**src/rtl/zimbo_boot_loader.sv**
```systemverilog
// Serial image loader for the Zimbo core: parses SYNC/count/words/csum frames from
// the UART byte stream, writes words to the load port, then releases the core reset.
module zimbo_boot_loader #(
  parameter logic [15:0] BASE_ADDR = 16'h0000,
  parameter int unsigned TIMEOUT   = 100000,
  parameter logic [7:0]  SYNC_BYTE = 8'hA5
) (
  input  logic        clock,
  input  logic        reset,
  input  logic        rx_valid,
  input  logic [7:0]  rx_data,
  output logic        ld_we,
  output logic [15:0] ld_addr,
  output logic [15:0] ld_wdata,
  output logic        cpu_reset_n,
  output logic        busy,
  output logic        error,
  output logic [15:0] words_loaded
);

  localparam int TW = $clog2(TIMEOUT + 1);
  localparam logic [TW-1:0] TIMER_LAST = TW'(TIMEOUT - 1);

  typedef enum logic [2:0] {
    S_IDLE    = 3'd0,
    S_CNT_HI  = 3'd1,
    S_CNT_LO  = 3'd2,
    S_DATA_HI = 3'd3,
    S_DATA_LO = 3'd4,
    S_CSUM    = 3'd5,
    S_RUN     = 3'd6
  } state_t;

  state_t        state_r, state_next_s;
  logic [15:0]   count_r, ld_addr_r, ld_wdata_r, words_loaded_r;
  logic [7:0]    sum_r, hi_r, csum_s;
  logic [TW-1:0] timer_r;
  logic          ld_we_r, cpu_reset_n_r, busy_r, error_r;
  logic          start_s, add_s, write_s, pass_s, fail_s, timeout_s, busy_next_s;

  assign csum_s      = sum_r + rx_data;
  // The idle timer only runs inside a frame; a byte in the expiry cycle wins.
  assign timeout_s   = busy_r && !rx_valid && (timer_r == TIMER_LAST);
  assign busy_next_s = (state_next_s != S_IDLE) && (state_next_s != S_RUN);

  // Next-state and per-byte control decode
  always_comb begin
    state_next_s = state_r;
    start_s      = 1'b0;
    add_s        = 1'b0;
    write_s      = 1'b0;
    pass_s       = 1'b0;
    fail_s       = 1'b0;
    if (timeout_s) begin
      state_next_s = S_IDLE;
      fail_s       = 1'b1;
    end else if (rx_valid) begin
      case (state_r)
        S_IDLE: begin
          if (rx_data == SYNC_BYTE) begin
            state_next_s = S_CNT_HI;
            start_s      = 1'b1;
          end else begin
            state_next_s = S_IDLE;
          end
        end
        S_CNT_HI: begin
          add_s        = 1'b1;
          state_next_s = S_CNT_LO;
        end
        S_CNT_LO: begin
          add_s = 1'b1;
          if ({count_r[15:8], rx_data} == 16'h0000) begin
            state_next_s = S_CSUM;
          end else begin
            state_next_s = S_DATA_HI;
          end
        end
        S_DATA_HI: begin
          add_s        = 1'b1;
          state_next_s = S_DATA_LO;
        end
        S_DATA_LO: begin
          add_s   = 1'b1;
          write_s = 1'b1;
          // words_loaded still holds the count before this word
          if (words_loaded_r + 16'd1 == count_r) begin
            state_next_s = S_CSUM;
          end else begin
            state_next_s = S_DATA_HI;
          end
        end
        S_CSUM: begin
          if (csum_s == 8'h00) begin
            state_next_s = S_RUN;
            pass_s       = 1'b1;
          end else begin
            state_next_s = S_IDLE;
            fail_s       = 1'b1;
          end
        end
        S_RUN: begin
          state_next_s = S_RUN;
        end
        default: begin
          state_next_s = S_IDLE;
        end
      endcase
    end else begin
      state_next_s = state_r;
    end
  end

  // State register
  always_ff @(posedge clock or posedge reset) begin
    if (reset) state_r <= S_IDLE;
    else       state_r <= state_next_s;
  end

  // Datapath and registered outputs
  always_ff @(posedge clock or posedge reset) begin
    if (reset) begin
      ld_we_r        <= 1'b0;
      ld_addr_r      <= BASE_ADDR;
      ld_wdata_r     <= 16'h0000;
      cpu_reset_n_r  <= 1'b0;
      busy_r         <= 1'b0;
      error_r        <= 1'b0;
      words_loaded_r <= 16'h0000;
      count_r        <= 16'h0000;
      sum_r          <= 8'h00;
      hi_r           <= 8'h00;
      timer_r        <= '0;
    end else begin
      busy_r  <= busy_next_s;
      ld_we_r <= write_s;
      if (write_s) ld_wdata_r <= {hi_r, rx_data};
      if (rx_valid && (state_r == S_DATA_HI)) hi_r <= rx_data;
      if (rx_valid && (state_r == S_CNT_HI)) count_r[15:8] <= rx_data;
      if (rx_valid && (state_r == S_CNT_LO)) count_r[7:0] <= rx_data;
      // Address and word count advance the cycle after the write strobe
      if (start_s) begin
        ld_addr_r      <= BASE_ADDR;
        words_loaded_r <= 16'h0000;
      end else if (ld_we_r) begin
        ld_addr_r      <= ld_addr_r + 16'd1;
        words_loaded_r <= words_loaded_r + 16'd1;
      end
      if (start_s)    sum_r <= 8'h00;
      else if (add_s) sum_r <= sum_r + rx_data;
      if (start_s)     error_r <= 1'b0;
      else if (fail_s) error_r <= 1'b1;
      if (pass_s) cpu_reset_n_r <= 1'b1;
      if (!busy_next_s || rx_valid) timer_r <= '0;
      else                          timer_r <= timer_r + TW'(1);
    end
  end

  assign ld_we        = ld_we_r;
  assign ld_addr      = ld_addr_r;
  assign ld_wdata     = ld_wdata_r;
  assign cpu_reset_n  = cpu_reset_n_r;
  assign busy         = busy_r;
  assign error        = error_r;
  assign words_loaded = words_loaded_r;

endmodule

```
**config.mk**
```make
export PLATFORM = sky130hd
export DESIGN_NAME = zimbo_boot_loader
export DESIGN_NICKNAME = d
export VERILOG_FILES = /design/src/rtl/zimbo_boot_loader.sv
export SDC_FILE = /design/constraint.sdc
export NUM_CORES = 1
export LEC_CHECK = 0
export CELL_PAD_IN_SITES_DETAIL_PLACEMENT = 0
export CELL_PAD_IN_SITES_GLOBAL_PLACEMENT = 2
export CORE_UTILIZATION = 39
export DETAILED_ROUTE_END_ITERATION = 6
export HOLD_SLACK_MARGIN = 0.15
export PLACE_DENSITY_LB_ADDON = 0.2
export SLEW_MARGIN = 20
export SYNTH_ARGS = -nofsm -noshare
export SYNTH_HDL_FRONTEND = slang
export SYNTH_SLANG_ARGS = --single-unit
```
**constraint.sdc**
```tcl
create_clock -name clock -period 6.5 [get_ports clock]
set_input_delay 0.975 -clock clock [delete_from_list [all_inputs] [get_ports clock]]
set_output_delay 0.975 -clock clock [all_outputs]
set_load 0.01 [all_outputs]
```
==> Word level (Yosys, flattened, before mapping) <==
Index checks and enable logic that the tools add are counted.
{ "classes": {"n_addsub": 4, "n_eq_ne": 10, "n_mux": 34, "reduce_logical": 17} }
{ "op_table": {"columns": ["op", "n"], "rows": [
  ["2-to-1 mux 16 bit", 4],
  ["adder 16 x 1 -> 16 bit, second input constant", 2],
  ["2-to-1 mux 1 bit", 21],
  ["case mux 3 bit (7 select lines)", 1],
  ["adder 17 x 1 -> 17 bit, second input constant", 1],
  ["equality test 17 bit, second input constant", 1],
  ["2-to-1 mux 17 bit", 1],
  ["equality test 16 bit", 1],
  ["logical NOT 16 bit", 1],
  ["2-to-1 mux 8 bit", 2],
  ["2-to-1 mux 3 bit", 5],
  ["equality test 3 bit, second input constant", 3],
  ["adder 8 bit", 1],
  ["equality test 8 bit, second input constant", 1],
  ["logical NOT 8 bit", 1],
  ["equality test 3 x 2 -> 1 bit, second input constant", 2],
  ["logical AND 1 bit", 6],
  ["nonzero test 2 bit", 3],
  ["OR reduction 4 bit", 1],
  ["equality test 3 x 1 -> 1 bit, second input constant", 1],
  ["logical NOT 3 bit", 1],
  ["!= test 3 bit, second input constant", 1],
  ["nonzero test 3 bit", 1],
  ["logical NOT 1 bit", 2],
  ["logical OR 1 bit", 1]
]} }
{ "word_totals": {"regBits": 104, "in_bits": 11, "out_inout_bits": 52, "elab_cells": 78} }

==> Depth between registers and ports, before layout <==
{ "depth": {"word_depth": 11, "ltp_mapped": 12, "ltp_nobuf": 11} }

==> Least setup slack after synthesis <==
No wires, ideal clock.
{ "synth_path": {"path_type": "in2reg", "startpoint": "input rx_data[0]", "endpoint": "register timer_r[10]", "setup_time_ps": 143, "arrival_time_ps": 3696, "required_ps": 6357, "slack_ps": 2661, "cell_stages": 12, "n_path_buf": 1, "path_cell_list": "ha_1 fa_1 nand3_1 a21boi_0 mux2_2 a2111oi_0 nand4_1 o22a_1 nor3b_1 a211oi_4 buf_6 nor3_2"} }
{ "synth_between": {"elab_chain_len": 11, "word_cells_on_any_way": 16, "classes_between": "add/sub (1); eq/ne (2); mux (7); reduce/logical (6)"} }
{ "synth_lines": {"columns": ["item", "line", "rtl"], "rows": [
  ["start: declaration", "11", "input logic [7:0] rx_data,"],
  ["adder 8 bit", "41", "assign csum_s = sum_r + rx_data;"],
  ["logical NOT 8 bit", "94", "if (csum_s == 8'h00) begin"],
  ["2-to-1 mux 3 bit", "94", null],
  ["case mux 3 bit (7 select lines) *", "58", "case (state_r)"],
  ["2-to-1 mux 3 bit *", "57", "end else if (rx_valid) begin"],
  ["2-to-1 mux 3 bit *", "54", "if (timeout_s) begin"],
  ["!= test 3 bit / nonzero test 3 bit (equally long branches)", "44", "assign busy_next_s = (state_next_s != S_IDLE) && (state_next_s != S_RUN);"],
  ["logical AND 1 bit *", "44", null],
  ["logical NOT 1 bit *", "154", "if (!busy_next_s || rx_valid) timer_r <= '0;"],
  ["logical OR 1 bit *", "154", null],
  ["2-to-1 mux 17 bit *", "154", null],
  ["end signal: assignment", "155", "else timer_r <= timer_r + TW'(1);"],
  ["end: declaration", "37", "logic [TW-1:0] timer_r;"]
]} }
Mark *: on every way between the ends. The rest lies on a longest branch, timed or not.
A chain may end at the register's enable or synchronous reset.

==> Worst setup path after layout <==
{ "layout_path": {"startpoint": "input rx_data[0]", "endpoint": "register timer_r[5]"} }
The elaborated chain is that of the path after synthesis.

==> results.json <==
{
  "setup_viol": 0,
  "syn_nets": 557,
  "rsz0062_at_grt": "no",
  "gp_congestion": 0.849,
  "ys_types": 60,
  "setup.worst_path.end_class": "flip-flop",
  "routed_wl_um": 12900,
  "first_iter_violations": 142,
  "antenna_cells": 0,
  "rr_worst_depth": 11,
  "numCtsBuffers": 9,
  "cts_max_level": 3,
  "hold_path_startpoint": "sum_r[3]$_DFFE_PP0P_",
  "synth-seq-cells": 104,
  "cp-startpoint": "rx_data[0]",
  "area_delta_synth_final_pct": 20.3,
  "ys_async_sr_fraction_pct": 100,
  "wire_per_inst_um": 16.7,
  "synth_compound_area_share_pct": 7.78,
  "hold-path-endpoint": "sum_r[3]$_DFFE_PP0P_",
  "fillers": 1354,
  "fin_setup_tns_ns": 0,
  "period_minus_slack_ns": 4.84,
  "grt_max_degree": 63,
  "die_y_um": 121,
  "dp.final_hpwl_um": 9100,
  "via_per_inst": 5.31,
  "syn_avg_cell_area_um2": 10.4,
  "rrSetupSlack_ns": 2.61,
  "yosysWarnings": 0,
  "portBuffers": 62,
  "arrival_ns": 5.03,
  "clk_latency_ns": 0.36,
  "fin_hold_ws_ns": 0.492,
  "design_area_um2": 6690,
  "clockBufferDepth": 2,
  "synth_area_leaders": "dfrtp_1, mux2_2, xnor2_1",
  "fp-row-count": 43,
  "cts_tree": "done",
  "grt_pass1_wl_um": 21600,
  "ys.flop_type": "dfrtp_1",
  "synth_largest_area_cell": "dfrtp_1",
  "drive_gt1_share_pct": 14.4,
  "crit_required_ns": 6.69,
  "io-pin-count": 63,
  "r2r-end": "timer_r[5]$_DFF_PP0_",
  "startpoint_type": "input port",
  "die_area_um2": 14700,
  "synth-simple-area-share_pct": 20.8,
  "muxShareOfSynthArea_pct": 8.84,
  "ys_seq_area_share_pct": 46.8,
  "cts-root-buf": "clkbuf_16",
  "synth_cells": 535,
  "cap_violations": 0,
  "path_class": "input port to flip-flop",
  "initial_core_util_pct": 40.1,
  "synthAdderAreaFrac_pct": 2.61,
  "hp-class": "flip-flop to flip-flop",
  "critPathMaxFanout": 17,
  "path_clk_slew_ns": 0.07,
  "p_leak_nw": 2.62,
  "cts_setup_buffers": 0,
  "synth_top_family_by_area": "simple AND/OR/NAND/NOR gates",
  "reg2reg_from": "sum_r[0]$_DFFE_PP0P_",
  "grt_usage_pct": 19.0,
  "fin_skew_ns": 0.00985,
  "drc": 0,
  "ctsResizeCount": 0,
  "fmax_mhz": 207,
  "core_um2": 13900,
  "dpl_cell_area_um2": 6360,
  "syn_area_um2": 5560,
  "dr.pass1.iters": 4,
  "ant_nets": 0,
  "status": "finished clean",
  "power_density_nw_per_um2": 458,
  "min_delay_path_depth": 2,
  "synth_xor_area_share_pct": 10.5,
  "slew_violations": 0,
  "globalRouteOverflowTotal": 0,
  "worstMarginPinSlew_ns": 1.06,
  "grt_pass1_vias": 4187,
  "period_share_pct": 74.4,
  "clock_sinks": 104,
  "fin_nets": 613,
  "cts_hold_buf": 0,
  "synth_edf_count": 0,
  "netlist.area_leader.share_pct": 46.8,
  "fp.dieW_um": 121,
  "route.vias.total": 4118,
  "antenna_found_initial": 0,
  "max_slew_margin_pct": 28.6,
  "hold_viol": 0,
  "ir_worst_vdd_mv": 0.194
}
routing by layer:
metal | track usage, % | part of all wire (%)
met1 | 26.1 | 47
met2 | 29.7 | 48
met3 | 2.96 | 2.6
met4 | 7.72 | 1.9
met5 | 0 | 0
cell type report:
class	instances	area [um2]	share of cell area, %
sequential	104	2600	38.9
clock buffer	9	225	3.37
tap	180	225	3.37
timing repair buffer	69	673	10.1
clock inverter	7	103	1.53
inverter	9	36.3	0.542
multi-input combinational	398	2830	42.3
power breakdown:
group / internal, mW / switching [mW] / leakage, nW
Combinational: 0.670 / 0.623 / 1.19
Sequential: 0.884 / 0.288 / 1.27
Clock: 0.342 / 0.260 / 0.150
Total: 1.90 / 1.17 / 2.62
critical path, cell delays in order:
cell and delay [ns]:
clkdlybuf4s50_1 0.67, ha_1 0.26, fa_1 0.22, nand3_1 0.09, a21boi_0 0.21, mux2_2 0.36
a2111oi_0 0.54, nand4_1 0.30, o22a_1 0.28, nor3b_1 0.18, a211oi_4 0.80, nor3_1 0.13
through the flow:
step | worst slack [ns] | power [mW] | cells | util, %
finish | 1.66 | 3.07 | 776 | 48.2
global route | 1.31 | 3.29 | 776 | 48.2
CTS | 1.66 | 3.10 | 776 | 48.2
detailed placement | 1.31 | 2.48 | 760 | 45.8
global placement | 1.38 | 2.46 | 760 | 45.8
floorplan | 2.66 | 2.02 | 535 | -
logic make-up after synthesis:
family,after synthesis
AOI/OAI and AO/OA,66
xor gates and xnor gates,67
adders and majority gates,11
buffers and inverters,33
DFF,104
muxes,44
and+or+nand+nor,210
sequential cells by signal, summed over array words and instances, names as in the netlist:
register and cells:
ld_wdata 16, timer_r 17, ld_addr 16, count_r 16, ld_we 1, state_r 3
error 1, busy 1, cpu_reset_n 1, sum_r 8, hi_r 8, words_loaded 16
cells in the final DEF (no fill, tap or decap), drive strengths merged, types with 4 or more instances in the layout:
master,n
nand2,38
nand3,19
mux2,41
inv,11
or4,5
xor2,31
o21ai,17
clkdlybuf4s50,62
nor2,54
and3,8
nand4,18
nand2b,6
or3,8
dfrtp,104
xnor2,36
nor4,9
buf,7
o31ai,7
nor3,27
ha,10
a211oi,4
a21oi,18
nor2b,5
clkbuf,9
worst max-delay path by stage:
stage                                       end  depth (start not counted)
after global routing       timer_r[6]$_DFF_PP0_                         12
after floorplan           timer_r[10]$_DFF_PP0_                         12
after detailed placement   timer_r[5]$_DFF_PP0_                         12
after global placement     timer_r[6]$_DFF_PP0_                         12
after CTS                  timer_r[5]$_DFF_PP0_                         12
final                      timer_r[5]$_DFF_PP0_                         12
synthesized netlist by cell type, drive strengths merged (2+ instances only):
cell,count
dfrtp,104
nor2,54
mux2,41
nand2,38
xnor2,36
xor2,31
nor3,27
nand3,19
a21oi,18
nand4,18
o21ai,17
clkbuf,14
buf,10
ha,10
inv,9
nor4,9
and3,8
or3,8
o31ai,7
nand2b,6
nor2b,5
or4,5
a211oi,4
and2,3
and4,3
mux2i,3
nor3b,3
a2111oi,2
a31oi,2
o2111ai,2
o21a,2
o21bai,2
(Power assumes the default switching activity.)
